### config.mk
export PLATFORM = sky130hd
export DESIGN_NAME = round_robin_arbiter4_flat
export DESIGN_NICKNAME = d
export VERILOG_FILES = /design/src/rtl/round_robin_arbiter4_pkg.sv /design/src/rtl/round_robin_arbiter4_if.sv /design/src/rtl/round_robin_arbiter4_pick.sv /design/src/rtl/round_robin_arbiter4.sv /design/src/flat_wrapper.sv
export SDC_FILE = /design/constraint.sdc
export NUM_CORES = 1
export LEC_CHECK = 0
export BUFFER_PORTS_ARGS = -buffer_cell sky130_fd_sc_hd__buf_2
export CAP_MARGIN = 10
export CORE_AREA = 5 5 50 52
export DETAILED_ROUTE_END_ITERATION = 8
export DIE_AREA = 0 0 55 57
export GPL_TIMING_DRIVEN = 0
export HOLD_SLACK_MARGIN = 0.06
export PLACE_DENSITY_LB_ADDON = 0.25
export SKIP_LAST_GASP = 1
export SLEW_MARGIN = 20
export SYNTH_ARGS = -nofsm -noshare
export SYNTH_HDL_FRONTEND = slang
export SYNTH_HIERARCHICAL = 1
export SYNTH_SLANG_ARGS = --single-unit
### constraint.sdc
create_clock -name clk_i -period 2.1 [get_ports clk_i]
set_input_delay 0.315 -clock clk_i [delete_from_list [all_inputs] [get_ports clk_i]]
set_output_delay 0.315 -clock clk_i [all_outputs]
set_load 0.05 [all_outputs]
### src/rtl/round_robin_arbiter4_pkg.sv
// Purpose : shared constants, FSM state type and helpers for the 4-way round-robin arbiter.
// Latency : n/a (declarations only).
// Backpressure: n/a; requesters hold req high until served, the arbiter never queues.
package rr_arb_pkg;

    localparam int NREQ   = 4;
    localparam int IDX_W  = 2;
    localparam int HOLD_W = 8;

    typedef enum logic [1:0] {
        IDLE  = 2'd0,
        GRANT = 2'd1,
        GAP   = 2'd2
    } state_t;

    function automatic logic [NREQ-1:0] idx2onehot(input logic [IDX_W-1:0] idx);
        logic [NREQ-1:0] v;
        v      = '0;
        v[idx] = 1'b1;
        return v;
    endfunction

endpackage

### src/rtl/round_robin_arbiter4_if.sv
// Purpose : request/grant bundle between the requesters and the arbiter.
// Latency : n/a (wiring only).
// Backpressure: requesters keep req asserted until granted; done releases the grant.
// Ports   : req/done driven by requesters, grant/owner/busy/preempt driven by the arbiter.
interface round_robin_arbiter4_if;
    import rr_arb_pkg::*;

    logic [NREQ-1:0]  req;
    logic             done;
    logic [NREQ-1:0]  grant;
    logic [IDX_W-1:0] owner;
    logic             busy;
    logic             preempt;

    // Arbiter side.
    modport master (
        input  req,
        input  done,
        output grant,
        output owner,
        output busy,
        output preempt
    );

    // Requester side.
    modport slave (
        output req,
        output done,
        input  grant,
        input  owner,
        input  busy,
        input  preempt
    );

endinterface

### src/rtl/round_robin_arbiter4_pick.sv
// Purpose : rotating-priority winner search, starting one past the last served requester.
// Latency : combinational, zero cycles.
// Backpressure: none; valid_o low when no request is pending.
// Ports   : req_i request vector, last_ptr_i last owner; valid_o/idx_o winner.
module rr_pick
    import rr_arb_pkg::*;
(
    input  logic [NREQ-1:0]  req_i,
    input  logic [IDX_W-1:0] last_ptr_i,
    output logic             valid_o,
    output logic [IDX_W-1:0] idx_o
);

    logic [IDX_W-1:0] cand;

    // Walk from the lowest priority (last_ptr itself) to the highest (last_ptr+1)
    // so the final overwrite is the highest-priority set bit. The 2-bit add wraps mod 4.
    always_comb begin
        valid_o = 1'b0;
        idx_o   = last_ptr_i;
        cand    = '0;
        for (int k = NREQ; k >= 1; k--) begin
            cand = last_ptr_i + IDX_W'(k);
            if (req_i[cand]) begin
                valid_o = 1'b1;
                idx_o   = cand;
            end
        end
    end

endmodule

### src/rtl/round_robin_arbiter4.sv
// Purpose : 4-way round-robin arbiter with hold timeout and a one-cycle gap between owners.
// Latency : 1 cycle req->grant; all outputs registered.
// Backpressure: grant held until done, req drop or MAX_HOLD cycles; preempt flags a timeout release.
// Ports   : clk_i, rst_ni (async active-low), arb_if master modport (req/done in, grant/owner/busy/preempt out).
module round_robin_arbiter4
    import rr_arb_pkg::*;
#(
    parameter int unsigned MAX_HOLD = 8
) (
    input logic                     clk_i,
    input logic                     rst_ni,
    round_robin_arbiter4_if.master  arb_if
);

    state_t            state_q, state_d;
    logic [NREQ-1:0]   grant_q, grant_d;
    logic [IDX_W-1:0]  owner_q, owner_d;
    logic              busy_q, busy_d;
    logic              preempt_q, preempt_d;
    logic [HOLD_W-1:0] hold_cnt_q, hold_cnt_d;
    logic [IDX_W-1:0]  last_ptr_q, last_ptr_d;

    logic              pick_vld;
    logic [IDX_W-1:0]  pick_idx;
    logic              timeout;
    logic              early_rel;
    logic              release_now;

    rr_pick u_pick (
        .req_i      (arb_if.req),
        .last_ptr_i (last_ptr_q),
        .valid_o    (pick_vld),
        .idx_o      (pick_idx)
    );

    assign timeout     = (hold_cnt_q == HOLD_W'(MAX_HOLD - 1));
    assign early_rel   = arb_if.done | ~arb_if.req[owner_q];
    assign release_now = early_rel | timeout;

    // State register. last_ptr resets to 3 so requester 0 is first in line.
    always_ff @(posedge clk_i or negedge rst_ni) begin
        if (!rst_ni) begin
            state_q    <= IDLE;
            grant_q    <= '0;
            owner_q    <= '0;
            busy_q     <= 1'b0;
            preempt_q  <= 1'b0;
            hold_cnt_q <= '0;
            last_ptr_q <= IDX_W'(NREQ - 1);
        end else begin
            state_q    <= state_d;
            grant_q    <= grant_d;
            owner_q    <= owner_d;
            busy_q     <= busy_d;
            preempt_q  <= preempt_d;
            hold_cnt_q <= hold_cnt_d;
            last_ptr_q <= last_ptr_d;
        end
    end

    // Next-state logic. GAP never holds: it re-arbitrates immediately.
    always_comb begin
        state_d = state_q;
        case (state_q)
            IDLE, GAP: state_d = pick_vld ? GRANT : IDLE;
            GRANT:     state_d = release_now ? GAP : GRANT;
            default:   state_d = IDLE;
        endcase
    end

    // Output / datapath next values, all landing in flops.
    always_comb begin
        grant_d    = grant_q;
        owner_d    = owner_q;
        busy_d     = busy_q;
        preempt_d  = 1'b0;
        hold_cnt_d = hold_cnt_q;
        last_ptr_d = last_ptr_q;
        case (state_q)
            GRANT: begin
                if (release_now) begin
                    grant_d    = '0;
                    busy_d     = 1'b0;
                    last_ptr_d = owner_q;
                    // Only a pure timeout counts as preemption.
                    preempt_d  = timeout & ~early_rel;
                end else begin
                    hold_cnt_d = hold_cnt_q + HOLD_W'(1);
                end
            end
            default: begin
                if (pick_vld) begin
                    grant_d    = idx2onehot(pick_idx);
                    owner_d    = pick_idx;
                    busy_d     = 1'b1;
                    hold_cnt_d = '0;
                end else begin
                    grant_d = '0;
                    busy_d  = 1'b0;
                end
            end
        endcase
    end

    assign arb_if.grant   = grant_q;
    assign arb_if.owner   = owner_q;
    assign arb_if.busy    = busy_q;
    assign arb_if.preempt = preempt_q;

endmodule
### src/flat_wrapper.sv
// flat-port wrapper written by rule: the top's interface ports become plain ports
module round_robin_arbiter4_flat import rr_arb_pkg::*;
#(
    parameter int unsigned MAX_HOLD = 8
)
  (clk_i, rst_ni, arb_if_req, arb_if_done, arb_if_grant, arb_if_owner, arb_if_busy, arb_if_preempt);
  round_robin_arbiter4_if arb_if_i ();
  input logic clk_i;
  input logic rst_ni;
  input wire logic [$bits(arb_if_i.req)-1:0] arb_if_req;
  input wire logic [$bits(arb_if_i.done)-1:0] arb_if_done;
  output wire logic [$bits(arb_if_i.grant)-1:0] arb_if_grant;
  output wire logic [$bits(arb_if_i.owner)-1:0] arb_if_owner;
  output wire logic [$bits(arb_if_i.busy)-1:0] arb_if_busy;
  output wire logic [$bits(arb_if_i.preempt)-1:0] arb_if_preempt;
  assign arb_if_i.req = arb_if_req;
  assign arb_if_i.done = arb_if_done;
  assign arb_if_grant = arb_if_i.grant;
  assign arb_if_owner = arb_if_i.owner;
  assign arb_if_busy = arb_if_i.busy;
  assign arb_if_preempt = arb_if_i.preempt;
  round_robin_arbiter4 #(.MAX_HOLD(MAX_HOLD)) u_core (.clk_i(clk_i), .rst_ni(rst_ni), .arb_if(arb_if_i));
endmodule
---- After elaboration in Yosys (flattened, before gate mapping) ----
Cells that the tools add are included.
storage, ports and cells
  register bits after elaboration ......... 20
  bits in latches ......................... 0
  bits in writable memories ............... 0
  bits in read-only memories .............. 0
  input port bits ......................... 7
  output and inout bits ................... 8
  word-level logic and storage cells ...... 69
  memories ................................ 0
operators by class
  add/subtract/negate cells ............... 4
  multiply operators ...................... 0
  divide/modulo/power cells ............... 0
  $lt $le $gt $ge ......................... 7
  eq/ne operators ......................... 5
  shift-type cells ........................ 0
  multiplexer cells ....................... 33
  bitwise gates (word level) .............. 6
  reduce and logical (&&, ||, !) cells .... 7
operator list
  cell                                                                count
  2-to-1 mux 8 bit                                                    3
  < comparator 2 x 3 -> 1 bit (second input constant)                 6
  2-to-1 mux 1 bit                                                    16
  2-to-1 mux 4 bit                                                    3
  binary-select mux 1 bit (select 2 bit)                              5
  adder 8 x 1 -> 8 bit (second input constant)                        1
  equality test 8 x 3 -> 1 bit (second input constant)                1
  2-to-1 mux 2 bit                                                    4
  AND reduction 2 bit                                                 3
  adder 2 bit (second input constant)                                 2
  one-hot mux 2 bit (2 select lines)                                  1
  inverter 1 bit                                                      3
  adder 2 x 1 -> 2 bit (second input constant)                        1
  demux 1 bit (select 2 bit)                                          1
  equality test 2 x 1 -> 1 bit (second input constant)                1
  equality test 2 bit (second input constant)                         1
  greater-or-equal comparator 2 x 1 -> 1 bit (second input constant)  1
  zero test 2 bit                                                     1
  inequality test 2 x 1 -> 1 bit (second input constant)              1
  inequality test 2 bit (second input constant)                       1
  OR 1 bit                                                            2
  nonzero test 2 bit                                                  1
  OR reduction 2 bit                                                  1
  bitwise AND 1 bit                                                   1
  logical AND 1 bit                                                   1

---- Depth between registers and ports, before layout ----
  depth in word-level cells ............... 12
  depth in mapped cells ................... 5
  gate-level depth less buffers ........... 5

---- Hierarchy ----
The synthesis kept the hierarchy.
by module, submodules not included
  module                instances  cells an instance  area an instance (µm²)  sequential area each (µm²)
  round_robin_arbiter4  1          92                 948.4                   503.0
  rr_pick               1          14                 82.6                    0.0

---- Worst setup path before layout ----
Ideal clock, no wire load.
  path kind ............................... flip-flop to flip-flop
  from .................................... register u_core.owner_q[1], in the netlist u_core/arb_if.owner[1]
  to ...................................... register u_core.last_ptr_q[1]
  setup time .............................. 0.082 ns
  data arrival time ....................... 1.716 ns
  data required time ...................... 2.018 ns
  setup slack ............................. 0.302 ns
  cell stages (with the launch flop) ...... 5
  path buffers ............................ 0
  clock period less this slack ............ 1.798 ns
  path through ............................ dfrtp_1 -> mux2i_1 -> o22ai_2 -> a21oi_1 -> mux2_2
on the way
  word-level cells in the longest chain between the ends .. 6
ends and longest elaborated chain
  item                                    RTL line                    text
  start, declared                         round_robin_arbiter4.sv:17  logic [IDX_W-1:0] owner_q, owner_d;
  start signal, assigned                  round_robin_arbiter4.sv:53  owner_q <= owner_d;
  binary-select mux 1 bit (select 2 bit)  round_robin_arbiter4.sv:37  assign early_rel = arb_if.done | ~arb_if.req[owner_q];
  2-to-1 mux 1 bit (not written as such)  round_robin_arbiter4.sv:37
  inverter 1 bit                          round_robin_arbiter4.sv:37
  OR 1 bit                                round_robin_arbiter4.sv:37
  OR 1 bit                                round_robin_arbiter4.sv:38  assign release_now = early_rel | timeout;
  AND reduction 2 bit (no line)           -
  end signal, assigned                    round_robin_arbiter4.sv:49  last_ptr_q <= IDX_W'(NREQ - 1);
  end signal, assigned                    round_robin_arbiter4.sv:57  last_ptr_q <= last_ptr_d;
  end, declared                           round_robin_arbiter4.sv:21  logic [IDX_W-1:0] last_ptr_q, last_ptr_d;
Several ways; a longest one is shown, not always the timed one. The select of a mux whose other input is x is not followed.
A chain may end at the register's enable or synchronous reset.

---- Final worst setup path ----
  from .................................... register u_core.hold_cnt_q[0]
  to ...................................... register u_core.hold_cnt_q[6]
on the way
  word-level cells in the longest chain between the ends .. 4
  elaborated cells on any way between the ends .. 7
  those cells by class .................... add/sub (1); eq/ne (2); mux (2); bitwise (1); reduce/logical (1)
ends and longest elaborated chain
  item                                                          RTL line                    text
  start, declared                                               round_robin_arbiter4.sv:20  logic [HOLD_W-1:0] hold_cnt_q, hold_cnt_d;
  start signal, assigned                                        round_robin_arbiter4.sv:56  hold_cnt_q <= hold_cnt_d;
  branches (longest 4 deep; another with adder 8 x 1 -> 8 bit)  -
Several ways; the timed one is not identified. The select of a mux whose other input is x is not followed.

==> metrics.csv <==
metric;value;unit
GP Congestion;0.795;
Starting Density;50.0;%
Clock Path Buffers;2;
worst reg-to-reg setup slack;0.25;ns
Sw Ratio;45.0;%
CTS Buf Count;3;
fin. max-slew vios;0;
Layout Utilization;58.1;%
reg2reg end;u_core/hold_cnt_q[6];
cells after synthesis;106;
hold path startpoint;arb_if_req[1];
hold path endpoint;u_core/arb_if.grant[2];
setup tns final;0;ns
FMAX;540;MHz
largest net degree at the start of global routing;21;
# diodes;0;
H-tree levels;1;
Top Layer Used;met4;
worst-margin pin slew;0.470;ns
FP Rows;17;
Die H;57;um
GRT overflow;0;
Worst Reg-to-Reg Cells;5;
Mapped Nets;114;
cell taking the most area after synthesis;dfrtp_1;
sequential share of power;36.4;%
initial antenna violation count;0;
sequential-to-total area share from yosys stat;48.8;%
via count;868;
Met3 Routed Length;73;um
final worst path period share;88.2;%
flops & latches, synth;20;
number of global-route vias before repair;923;
crit path DAT;2.01;ns
count of different cell masters after synthesis;31;
Yosys top cell area share;43.7;%
Tot GR Track Use;16.2;%
Syn Area/Cell;9.73;um2
unrepaired setup endpoints after global routing;false;
DR vias/cell;5.67;
per-cell routed wire length;14.2;um
DIE AREA;0.00314;mm2
Core Footprint;0.00206;mm2
switching pwr;776;uW
TritonRoute pass-1 iters;4;
Worst Path Max Fanout;6;
area occupied by multi-input gates;494;um2
WHS Path Cells;3;
top post-synthesis cells by area;dfrtp_1, nand2_1, dfstp_2;
max_cap viols;0;
internal power;947;uW
Finish-stage setup viols;0;
combinational share of power;45.6;%
sequential cell area;503;um2
clock group share of total power;18.0;%
Clock Latency Late Sink;0.30;ns
Starting DRT DRC Count;9;
fillcell total;199;
Slew headroom;68.5;%
yosys warns;6;
first-pass GRT wire length;3750;um
Root Buffer;clkbuf_4;
final layout net count;134;
clock-pin slew on the worst setup and hold paths;0.11;ns
Max IR drop VDD;893;uV
number of port buffers;14;
Mapped Area;0.00103;mm2
ratio of cells with drive above 1 in the final layout;19.2;%
Clock Skews;0.00475;ns
Worst setup EP type;flip-flop;
Leak;0.000545;uW
Startpoint Class;flip-flop;
Post-CTS Setup Repair Bufs;0;
DPL Wire Length;1620;um
critical path class;flip-flop to flip-flop;
CTS tree;yes;
wire length on met2;1140;um
Hold/Removal Path Class;input pin to flip-flop;
Total Routed Length;2180;um
P per Cell Area;1440;mW/mm2
Critical Path RT;2.26;ns
Reg2Reg Launch Point;u_core/hold_cnt_q[0];
Routed Antenna Nets;0;
Die W;55;um
Final Hold Fails;0;
status;complete, no violations;
Power Total;1720;uW
Metal-1 WL;911;um
DRC viols;0;
I/O pins;15;
clock sinks;20;
Layout area overhead;16.3;%
min cycle time layout;1.85;ns
[power groups by stage]
stage,Sequential (uW),Combinational [uW],Clock [uW]
after floorplan,856,364,0
after global placement,627,772,0
after detailed placement,634,788,0
after CTS,629,790,320
after global routing,651,858,338
final,627,785,310
[synth_stat cells]
| library cell | instances |
|---|---|
| nand3_1 | 5 |
| or4_1 | 3 |
| a21o_1 | 3 |
| nand2_1 | 15 |
| o31a_1 | 1 |
| a31oi_1 | 1 |
| o21ai_1 | 1 |
| a221o_1 | 1 |
| a21oi_1 | 4 |
| nand4_1 | 2 |
| mux2i_1 | 5 |
| inv_1 | 9 |
| nor3_1 | 6 |
| o22a_1 | 1 |
| dfstp_2 | 2 |
| dfrtp_1 | 18 |
| nor2b_1 | 2 |
| nand2b_1 | 3 |
| a32o_1 | 1 |
| o22ai_2 | 1 |
| or2_1 | 1 |
| o21ai_0 | 5 |
| o221ai_1 | 4 |
| mux2_2 | 2 |
| nor2_1 | 3 |
| nor4_1 | 1 |
| o22ai_1 | 1 |
| ha_1 | 1 |
| o2bb2ai_1 | 2 |
| o211ai_1 | 1 |
| and4bb_2 | 1 |
[how the worst max path moves through the flow]
stage / from / end / slack (ns) / depth (start not counted)
after floorplan: u_core/arb_if.owner[1] / u_core/last_ptr_q[1] / 0.30 / 4
after CTS: u_core/hold_cnt_q[0] / u_core/hold_cnt_q[6] / 0.25 / 5
after detailed placement: u_core/hold_cnt_q[0] / u_core/hold_cnt_q[6] / 0.27 / 5
after global placement: u_core/hold_cnt_q[0] / u_core/hold_cnt_q[6] / 0.30 / 5
after global routing: u_core/hold_cnt_q[0] / u_core/hold_cnt_q[6] / 0.08 / 5
final: u_core/hold_cnt_q[0] / u_core/hold_cnt_q[6] / 0.25 / 5
[cells in the final DEF (no fill, tap or decap)]
cell	synthesis	layout
dfrtp_1	18	18
nand2_1	15	15
buf_2	0	14
inv_1	9	9
nor3_1	6	6
mux2i_1	5	5
o21ai_0	5	5
nand3_1	5	5
a21oi_1	4	4
o221ai_1	4	4
clkbuf_4	0	3
nand2b_1	3	3
a21o_1	3	3
nor2_1	3	3
or4_1	3	3
mux2_2	2	2
nor2b_1	2	2
o2bb2ai_1	2	2
nand4_1	2	2
dfstp_2	2	2
bufinv_16	0	1
dlygate4sd3_1	0	1
and4bb_2	1	1
or2_1	1	1
o22ai_2	1	1
o22a_1	1	1
o21ai_1	1	1
a32o_1	1	1
nor4_1	1	1
o31a_1	1	1
o211ai_1	1	1
ha_1	1	1
o22ai_1	1	1
a221o_1	1	1
a31oi_1	1	1
[worst max-delay path: stages, from the launching register on]
cell and delay [ns]:
dfrtp_1 0.44, ha_1 0.24, and4bb_2 0.25, a21o_1 0.19
o21ai_1 0.40, o221ai_1 0.19
[sequential cells by signal, indices dropped and copies added (netlist names)]
| name | flops |
|---|---|
| u_core/arb_if.owner | 2 |
| u_core/arb_if.grant | 4 |
| u_core/arb_if.busy | 1 |
| u_core/hold_cnt_q | 8 |
| u_core/last_ptr_q | 2 |
| u_core/state_q | 2 |
| u_core/arb_if.preempt | 1 |
[cell type report]
cell class / instances / share of cell area [%]
clock buffer: 3 / 1.88
tap: 28 / 2.92
multi-input combinational: 77 / 41.2
inverter: 9 / 2.82
sequential: 20 / 42.0
clock inverter: 1 / 2.51
timing repair buffer: 15 / 6.68
[per-layer routing]
layer	vias to the layer above	track usage (%)
met1	413	18.5
met3	6	3.39
li1	433	-
met5	-	0
met4	0	8.68
met2	16	27.4
[cell families after synthesis]
| kind of cell | Yosys count | share of synthesized area, % |
|---|---|---|
| AND/OR/NAND/NOR | 42 | 20.8 |
| AO/OA/AOI/OAI | 27 | 18.9 |
| flip-flops | 20 | 48.8 |
| buffers and inverters | 9 | 3.28 |
| multiplexers | 7 | 7.04 |
| adder cells (fa/ha/maj) | 1 | 1.21 |
[stage by stage]
step / hold slack (ns) / cell area, um2 / setup WS, ns / cells
floorplan: 0.0194 / 1030 / 0.302 / 106
global placement: 0.287 / 1140 / 0.301 / 148
detailed placement: 0.288 / 1140 / 0.272 / 148
CTS: 0.471 / 1200 / 0.249 / 153
global route: 0.506 / 1200 / 0.0777 / 153
finish: 0.480 / 1200 / 0.248 / 153
[repair_timing]
| action | 4_1_cts | 5_1_grt |
|---|---|---|
| gates resized for setup | 0 | 0 |
| hold buffers | 1 | 0 |
| endpoints found under the hold margin | 18 | 0 |
Power figures use the tool's default switching activity.
